**src/rtl/add16_seq_ctrl.sv**
```systemverilog
// Operand sequencing and result capture around a 16-bit ripple-carry adder.
// Define ADD16_SUB_EN to enable two's-complement subtraction via in_sub.
module add16_seq_ctrl #(
    parameter int unsigned SETTLE_CYCLES = 2
) (
    input  logic        clk,
    input  logic        rst_n,
    input  logic        in_valid,
    output logic        in_ready,
    input  logic [15:0] in_a,
    input  logic [15:0] in_b,
    input  logic        in_cin,
    input  logic        in_sub,
    output logic [15:0] add_a,
    output logic [15:0] add_b,
    output logic        add_cin,
    input  logic [15:0] add_sum,
    input  logic        add_cout,
    output logic        out_valid,
    input  logic        out_ready,
    output logic [15:0] out_sum,
    output logic        out_cout,
    output logic        out_ovf
);

    typedef enum logic [1:0] {
        IDLE,
        SETTLE,
        HOLD
    } state_t;

    state_t      state;
    state_t      state_nx;
    logic [3:0]  cnt;
    logic        accept;
    logic        capture;
    logic [15:0] b_eff;
    logic        cin_eff;

`ifdef ADD16_SUB_EN
    assign b_eff   = in_sub ? ~in_b : in_b;
    assign cin_eff = in_sub | in_cin;
`else
    logic unused_sub;
    assign unused_sub = in_sub;
    assign b_eff      = in_b;
    assign cin_eff    = in_cin;
`endif

    always_comb begin
        state_nx = state;
        in_ready = 1'b0;
        capture  = 1'b0;
        unique case (state)
            IDLE: begin
                in_ready = 1'b1;
            end
            SETTLE: begin
                if (cnt == 4'd1) begin
                    capture  = 1'b1;
                    state_nx = HOLD;
                end
            end
            HOLD: begin
                in_ready = out_ready;
                if (out_ready) begin
                    state_nx = IDLE;
                end
            end
            default: begin
                state_nx = IDLE;
            end
        endcase
        accept = in_valid & in_ready;
        if (accept) begin
            state_nx = SETTLE;
        end
    end

    assign out_valid = (state == HOLD);

    always_ff @(posedge clk or negedge rst_n) begin
        if (!rst_n) begin
            state <= IDLE;
            cnt   <= 4'd0;
        end else begin
            state <= state_nx;
            if (accept) begin
                cnt <= 4'(SETTLE_CYCLES);
            end else if (state == SETTLE) begin
                cnt <= cnt - 4'd1;
            end
        end
    end

    // Adder inputs only move on accept so the carry chain sees stable operands.
    always_ff @(posedge clk or negedge rst_n) begin
        if (!rst_n) begin
            add_a   <= 16'd0;
            add_b   <= 16'd0;
            add_cin <= 1'b0;
        end else if (accept) begin
            add_a   <= in_a;
            add_b   <= b_eff;
            add_cin <= cin_eff;
        end
    end

    always_ff @(posedge clk or negedge rst_n) begin
        if (!rst_n) begin
            out_sum  <= 16'd0;
            out_cout <= 1'b0;
            out_ovf  <= 1'b0;
        end else if (capture) begin
            out_sum  <= add_sum;
            out_cout <= add_cout;
            out_ovf  <= (add_a[15] == add_b[15]) &&
                        (add_sum[15] != add_a[15]);
        end
    end

endmodule

```
**config.mk**
```make
export PLATFORM = sky130hd
export DESIGN_NAME = add16_seq_ctrl
export DESIGN_NICKNAME = d
export VERILOG_FILES = /design/src/rtl/add16_seq_ctrl.sv
export SDC_FILE = /design/constraint.sdc
export NUM_CORES = 1
export LEC_CHECK = 0
export CAP_MARGIN = 20
export CORE_ASPECT_RATIO = 2
export CORE_MARGIN = 1
export CORE_UTILIZATION = 25
export CTS_CLUSTER_DIAMETER = 60
export DETAILED_ROUTE_END_ITERATION = 7
export PLACE_DENSITY = 0.61
export REMOVE_ABC_BUFFERS = 1
export SKIP_CTS_REPAIR_TIMING = 1
export SYNTH_ARGS = -nofsm -noshare
export SYNTH_HDL_FRONTEND = slang
export SYNTH_SLANG_ARGS = --single-unit
```
**constraint.sdc**
```tcl
create_clock -name clk -period 1.66 [get_ports clk]
set_input_delay 0.415 -clock clk [delete_from_list [all_inputs] [get_ports clk]]
set_output_delay 0.415 -clock clk [all_outputs]
set_load 0.005 [all_outputs]
```
==> run_results.csv, run 1 <==
group,metric,value,unit
run_status,status,"finished, final reports clean",
routing,vias_per_cell,4.31,
synthesis,synth-adder-area-share,1.08,%
synthesis,ys.warnings.count,0,
setup_path,cp.required,1.86,ns
synthesis,synthArstFlopShare,100,%
timing,fmax,0.613,GHz
synthesis,syn_area_per_cell,16.4,um^2
setup_path,crit_chain,"inv_2, ha_1, and4bb_1, nor2b_4, buf_12, mux2_2",
clock_tree,htreeDepth,3,
global_route,use_met1,10.8,%
finish,drive_above_1_share,30.5,%
power_and_ir_drop,p_per_area,1870,nW/um^2
clock_tree,insertion_delay,0.32,ns
setup_path,worstPathMaxFanout,19,
synthesis,synth-simple-area-share,4.92,%
routing,num_vias,1611,
global_route,busiest_layer,"met2",
timing,min_period,1.63,ns
synthesis,synth.mux.area_fraction,26.7,%
power_and_ir_drop,ir_worst_vdd,0.731,mV
synthesis,yosysTopAreaCell,"dfrtp_1",
floorplan,initial_core_util,25.7,%
power_and_ir_drop,total_leakage_power,1.69,nW
worst_hold_path,hp-class,"input port to asynchronous set/reset pin",
floorplan,die_w,70.0,um
synthesis,synth_top_family_by_area,"multiplexers",
timing,hold_viol_final,0,
routing,wl_per_cell,14.9,um
floorplan,core_region_area,9010,um^2
timing,slew_headroom,65.6,%
synthesis,syn_area,2310,um^2
global_route,grt_pass1_wl,8710,um
global_route,grt_start_max_net_pins,40,
routing,drt_iter0_markers,113,
placed_design,io_buffers,106,
setup_path,worst-endpoint-arrival,1.83,ns
clock_tree,cts_num_sinks,57,
synthesis,synth-seq-cells,57,
global_route,grt_pass1_vias,1800,
timing,worst_clock_skew,0.00671,ns
finish,fin_area,3890,um^2
global_route,antenna_found_initial,0,
routing,drc,0,
synthesis,yosys.area_share.xor_xnor,0.758,%
routing,ant_nets,0,
finish,diodes,0,
synthesis,yosys-top-cells-area,"dfrtp_1 (62%), mux2_2 (19%), mux2_4 (5.8%), buf_6 (1.9%), ha_1 (1.1%)",
floorplan,rows,49,
floorplan,io_pins,108,
global_route,grt_usage,11.8,%
synthesis,ys.flop_type,"dfrtp_1",
routing,wl,5580,um
placed_design,dpl.hpwl,3900,um
routing,drt_pass1_iterations,4,
placed_design,placed_area,3540,um^2
clock_tree,cts_max_path_buffers,2,
timing,setup_viol,0,
placed_design,place.gp.congestion,0.665,
synthesis,synth-compound-area-share,1.52,%
setup_path,crit_path_start_kind,"register",
timing,hold_ws,0.0613,ns
finish,syn_to_final_growth,68.3,%
clock_tree,cts_tree,"yes",
synthesis,synth.top_cell.area_share,61.7,%
global_route,grt.met2_usage,22.2,%
floorplan,die_height,138,um
clock_tree,cts-root-buf,"clkbuf_16",
synthesis,synthDistinctLibCells,25,
setup_path,cpPeakStageDelay,0.40,ns
synthesis,ys_seq_area_share,61.7,%
global_route,grtUsageMet3,3.64,%
clock_tree,cts_made_buffers,9,
floorplan,dieArea,9660,um^2
setup_path,endpoint_kind,"register",
job,drv_cap,0,
timing,worstMarginPinSlew,0.516,ns
timing,rsz0062_at_grt,"true",
finish,nNetsFinal,324,
setup_path,crit_type,"register to register",
timing,timing.final.max_slew_violations,0,
setup_path,cpMaxStageDelayCell,"dfrtp_1",
synthesis,synth-edff-count,0,
setup_path,path_buf_inv,2,
synthesis,syn_inst,141,
timing,fin_crit_sh,98.2,%
clock_tree,clk_pin_slew_worst_paths,0.05,ns
setup_path,cp_top_family,"flip-flops",
timing,final.setup.tns,0,ns
global_route,grt-ovfl-total,0,
## worst register-to-register path: cells and delay by family, from the launching register on
family | cells | cell delay (ns)
mux | 1 | 0.36
fa+ha+maj | 1 | 0.13
simple gates | 2 | 0.39
flops | 1 | 0.40
buf+inv | 2 | 0.25
## registers in the layout, indices dropped and copies added (netlist names)
register / cells
cnt: 4
out_ovf: 1
state: 2
add_a: 16
out_cout: 1
add_cin: 1
out_sum: 16
add_b: 16
## cells in the mapped netlist, types with 2 or more instances
cell and instances:
dfrtp_1 57, mux2_1 2, buf_6 4, ha_1 2, inv_1 3, nor2_1 4
mux2_2 40, o22ai_1 2, mux2_4 9, nand2b_1 3
## cell families after synthesis
family                   Yosys count
flip-flops                        57
adder cells (fa/ha/maj)            2
buffers and inverters              8
AO/OA/AOI/OAI                      5
multiplexers                      52
XOR/XNOR                           2
AND/OR/NAND/NOR                   15
## power by group
part / total (mW) / switching, mW / internal (mW)
Combinational: 3.13 / 0.933 / 2.20
Clock: 1.68 / 0.598 / 1.08
Sequential: 2.46 / 0.359 / 2.10
## metrics by stage
stage,utilization [%],power (mW),setup slack (ns),instances
2_1_floorplan,-,3.69,-0.0568,136
3_3_place_gp,39.2,5.47,-0.442,353
3_5_place_dp,39.2,5.53,-0.454,353
4_1_cts,42.3,7.27,-0.465,369
5_1_grt,43.2,7.71,-0.0365,374
6_report,43.2,7.27,0.0299,374
## metal layers
| layer | routed length (um) | vias to the layer above |
|---|---|---|
| met5 | 0 | - |
| met4 | 112 | 0 |
| met3 | 341 | 8 |
| met2 | 3150 | 73 |
| met1 | 1970 | 782 |
| li1 | - | 748 |
## worst paths after layout
check | to | slack, ns | startpoint | cells after the start
max | out_sum[15] | 0.03 | cnt[1] | 6
min | add_b[11] | 0.06 | rst_n | 2
max reg2reg | out_sum[15] | 0.03 | cnt[1] | 6
min reg2reg | add_b[3] | 0.48 | add_b[3] | 1
max in group asynchronous | add_a[1] | 1.13 | rst_n | 2
min in group clk | state[1] | 0.42 | out_ready | 3
## placed cells by master, fill, tap and decap left out
cell type	netlist	final
a211o_1	1	1
a21o_2	1	1
and2b_1	1	1
and2b_2	1	1
and4bb_1	1	1
buf_12	1	3
buf_2	0	1
buf_4	0	9
clkbuf_1	0	2
clkbuf_16	0	11
clkbuf_8	0	2
clkdlybuf4s50_1	0	102
clkinv_2	0	3
dfrtp_1	57	57
dlymetal6s2s_1	0	3
ha_1	2	2
inv_1	3	2
inv_2	0	1
mux2_1	2	2
mux2_2	40	40
mux2_4	9	9
mux2i_1	1	1
nand2_1	1	1
nand2b_1	3	3
nand3b_1	1	1
nor2_1	4	4
nor2_8	1	1
nor2b_4	1	1
nor4_1	1	1
o21ai_0	1	1
o22ai_1	2	2
xnor2_1	1	1
xor2_1	1	1
## cell type report
type                            count  area (um^2)
Clock inverter                      3         15.0
Clock buffer                       13          260
Timing Repair Buffer              120         1240
Sequential cell                    57         1430
Tap cell                          102          128
Inverter                            3         11.3
Multi-Input combinational cell     76          810
Fill cell                         857         5120
(Power assumes the default switching activity.)
==> run 2: changes to the inputs <==
- TNS_END_PERCENT: default -> 10
==> run 2 against run 1 <==
Critical path type unchanged. Clock power about the same. Global-route usage did not move. Worst hold slack about the same. Total power down 0.62%. Critical path depth is the same. Largest power group unchanged. Count of clock-buffer cells in the layout unchanged. Fmax shrank 0.22%. Routed wire length about the same. Register-to-register slack about the same. Sequential power hardly changed. Final area is 0.26% lower.
==> run_results.csv, run 2 (synthesis results as in run 1) <==
group,metric,value,unit
power_and_ir_drop,p_comb_share,42.6,%
placed_design,placed_area,3540,um^2
timing,setup_viol,0,
finish,syn_to_final_growth,67.9,%
routing,wl_per_cell,15.0,um
power_and_ir_drop,clkPwrFrac,23.2,%
finish,drive_above_1_share,30.0,%
setup_path,endpoint_kind,"register",
clock_tree,cts_max_path_buffers,2,
power_and_ir_drop,total_leakage_power,1.70,nW
global_route,antenna_found_initial,0,
setup_path,reg2reg_setup_slack,0.03,ns
floorplan,io_pins,108,
global_route,grt_usage,11.8,%
global_route,grtUsageMet3,3.64,%
power_and_ir_drop,p_sw,1.88,mW
floorplan,rows,49,
global_route,busiest_layer,"met2",
floorplan,die_w,70.0,um
setup_path,reg2reg_to,"out_sum[15]",
finish,nNetsFinal,322,
timing,hold_ws,0.0615,ns
timing,rsz0062_at_grt,"true",
global_route,grt-ovfl-total,0,
clock_tree,clk_pin_slew_worst_paths,0.05,ns
finish,layout_common_cells,"clkdlybuf4s50_1 (100), dfrtp_1 (57), mux2_2 (40)",
placed_design,io_buffers,106,
power_and_ir_drop,post-layout-total-power,7.23,mW
clock_tree,cts_num_sinks,57,
setup_path,crit_path_start_kind,"register",
placed_design,dpl.hpwl,3900,um
setup_path,crit_type,"register to register",
finish,reg_top3,"add_a: 16 flops, add_b: 16 flops, out_sum: 16 flops",
floorplan,core_region_area,9010,um^2
power_and_ir_drop,ir_worst_vdd,0.732,mV
finish,multi_input_area,810,um^2
clock_tree,cts_made_buffers,9,
finish,regArea,1430,um^2
routing,drt_pass1_iterations,4,
finish,final_core_util,43.1,%
clock_tree,cts_tree,"yes",
global_route,grt_start_max_net_pins,40,
clock_tree,insertion_delay,0.32,ns
floorplan,initial_core_util,25.7,%
setup_path,worst-r2r-cell-count,6,
finish,final_common_cell,"clkdlybuf4s50_1",
run_status,status,"finished, final reports clean",
placed_design,dp_slack,-0.454,ns
power_and_ir_drop,p_int,5.35,mW
routing,vias_per_cell,4.32,
finish,fin_area,3880,um^2
timing,worst_clock_skew,0.00672,ns
routing,ant_nets,0,
setup_path,worst-endpoint-arrival,1.84,ns
timing,slew_headroom,65.6,%
floorplan,dieArea,9660,um^2
timing,timing.final.max_slew_violations,0,
power_and_ir_drop,p_seq_share,34.1,%
timing,hold_viol_final,0,
finish,diodes,0,
timing,worstMarginPinSlew,0.516,ns
global_route,grt_pass1_wl,8710,um
setup_path,timing.rr.start,"cnt[1]",
global_route,grt.met2_usage,22.2,%
routing,drt_iter0_markers,113,
timing,min_period,1.63,ns
routing,drc,0,
finish,fillers,856,
power_and_ir_drop,p_per_area,1860,nW/um^2
timing,fin_crit_sh,98.4,%
setup_path,worstPathMaxFanout,19,
routing,num_vias,1606,
floorplan,die_height,138,um
clock_tree,htreeDepth,3,
timing,fmax,0.612,GHz
global_route,grt_pass1_vias,1800,
job,drv_cap,0,
timing,layout_setup_ws,0.0264,ns
power_and_ir_drop,p_sw_share,26.0,%
worst_hold_path,hp-class,"input port to asynchronous set/reset pin",
global_route,use_met1,10.8,%
setup_path,cp.required,1.86,ns
placed_design,place.gp.congestion,0.665,
routing,wl,5570,um
clock_tree,cts-root-buf,"clkbuf_16",
## run 2: layout make-up
| cell class | instances | area share (%) |
|---|---|---|
| Sequential cell | 57 | 36.8 |
| Clock inverter | 3 | 0.387 |
| Inverter | 3 | 0.290 |
| Multi-Input combinational cell | 76 | 20.9 |
| Tap cell | 102 | 3.29 |
| Clock buffer | 13 | 6.71 |
| Timing Repair Buffer | 118 | 31.7 |
## run 2: how the worst max path moves through the flow
stage / from / to / depth (start not counted)
finish: cnt[1] / out_sum[15] / 6
global route: cnt[1] / out_sum[0] / 6
CTS: out_ready / in_ready / 4
detailed placement: out_ready / in_ready / 4
global placement: out_ready / in_ready / 4
floorplan: cnt[1] / out_cout / 5
## run 2: metal layers
metal  up-vias  wire [um]
li1        745          -
met1       780       1970
met2        73       3150
met3         8        343
met4         0        112
met5         -          0
## run 2: metrics by stage
| step | cells | TNS [ns] |
|---|---|---|
| global placement | 353 | -13.48 |
| CTS | 369 | -2.61 |
| global route | 372 | -0.263 |
| floorplan | 136 | -0.592 |
| detailed placement | 353 | -14.02 |
| finish | 372 | 0 |
## run 2: power groups by stage
stage	registers (mW)	clock network, mW	logic [mW]
finish	2.47	1.68	3.08
floorplan	2.53	0	1.16
global placement	2.46	0	3.00
detailed placement	2.50	0	3.03
CTS	2.48	1.74	3.05
global route	2.56	1.79	3.30
## run 2: worst max-delay path, cell delays in order, from the launching register on
cell      delay [ns]
dfrtp_1         0.40
inv_2           0.07
ha_1            0.13
and4bb_1        0.22
nor2b_4         0.17
buf_12          0.18
mux2_2          0.35
==> run 3: changes to the inputs <==
- CAP_MARGIN: 20 -> 15
==> results of run 3 <==
The final DEF is identical to that of run 2; final timing and power are the same.
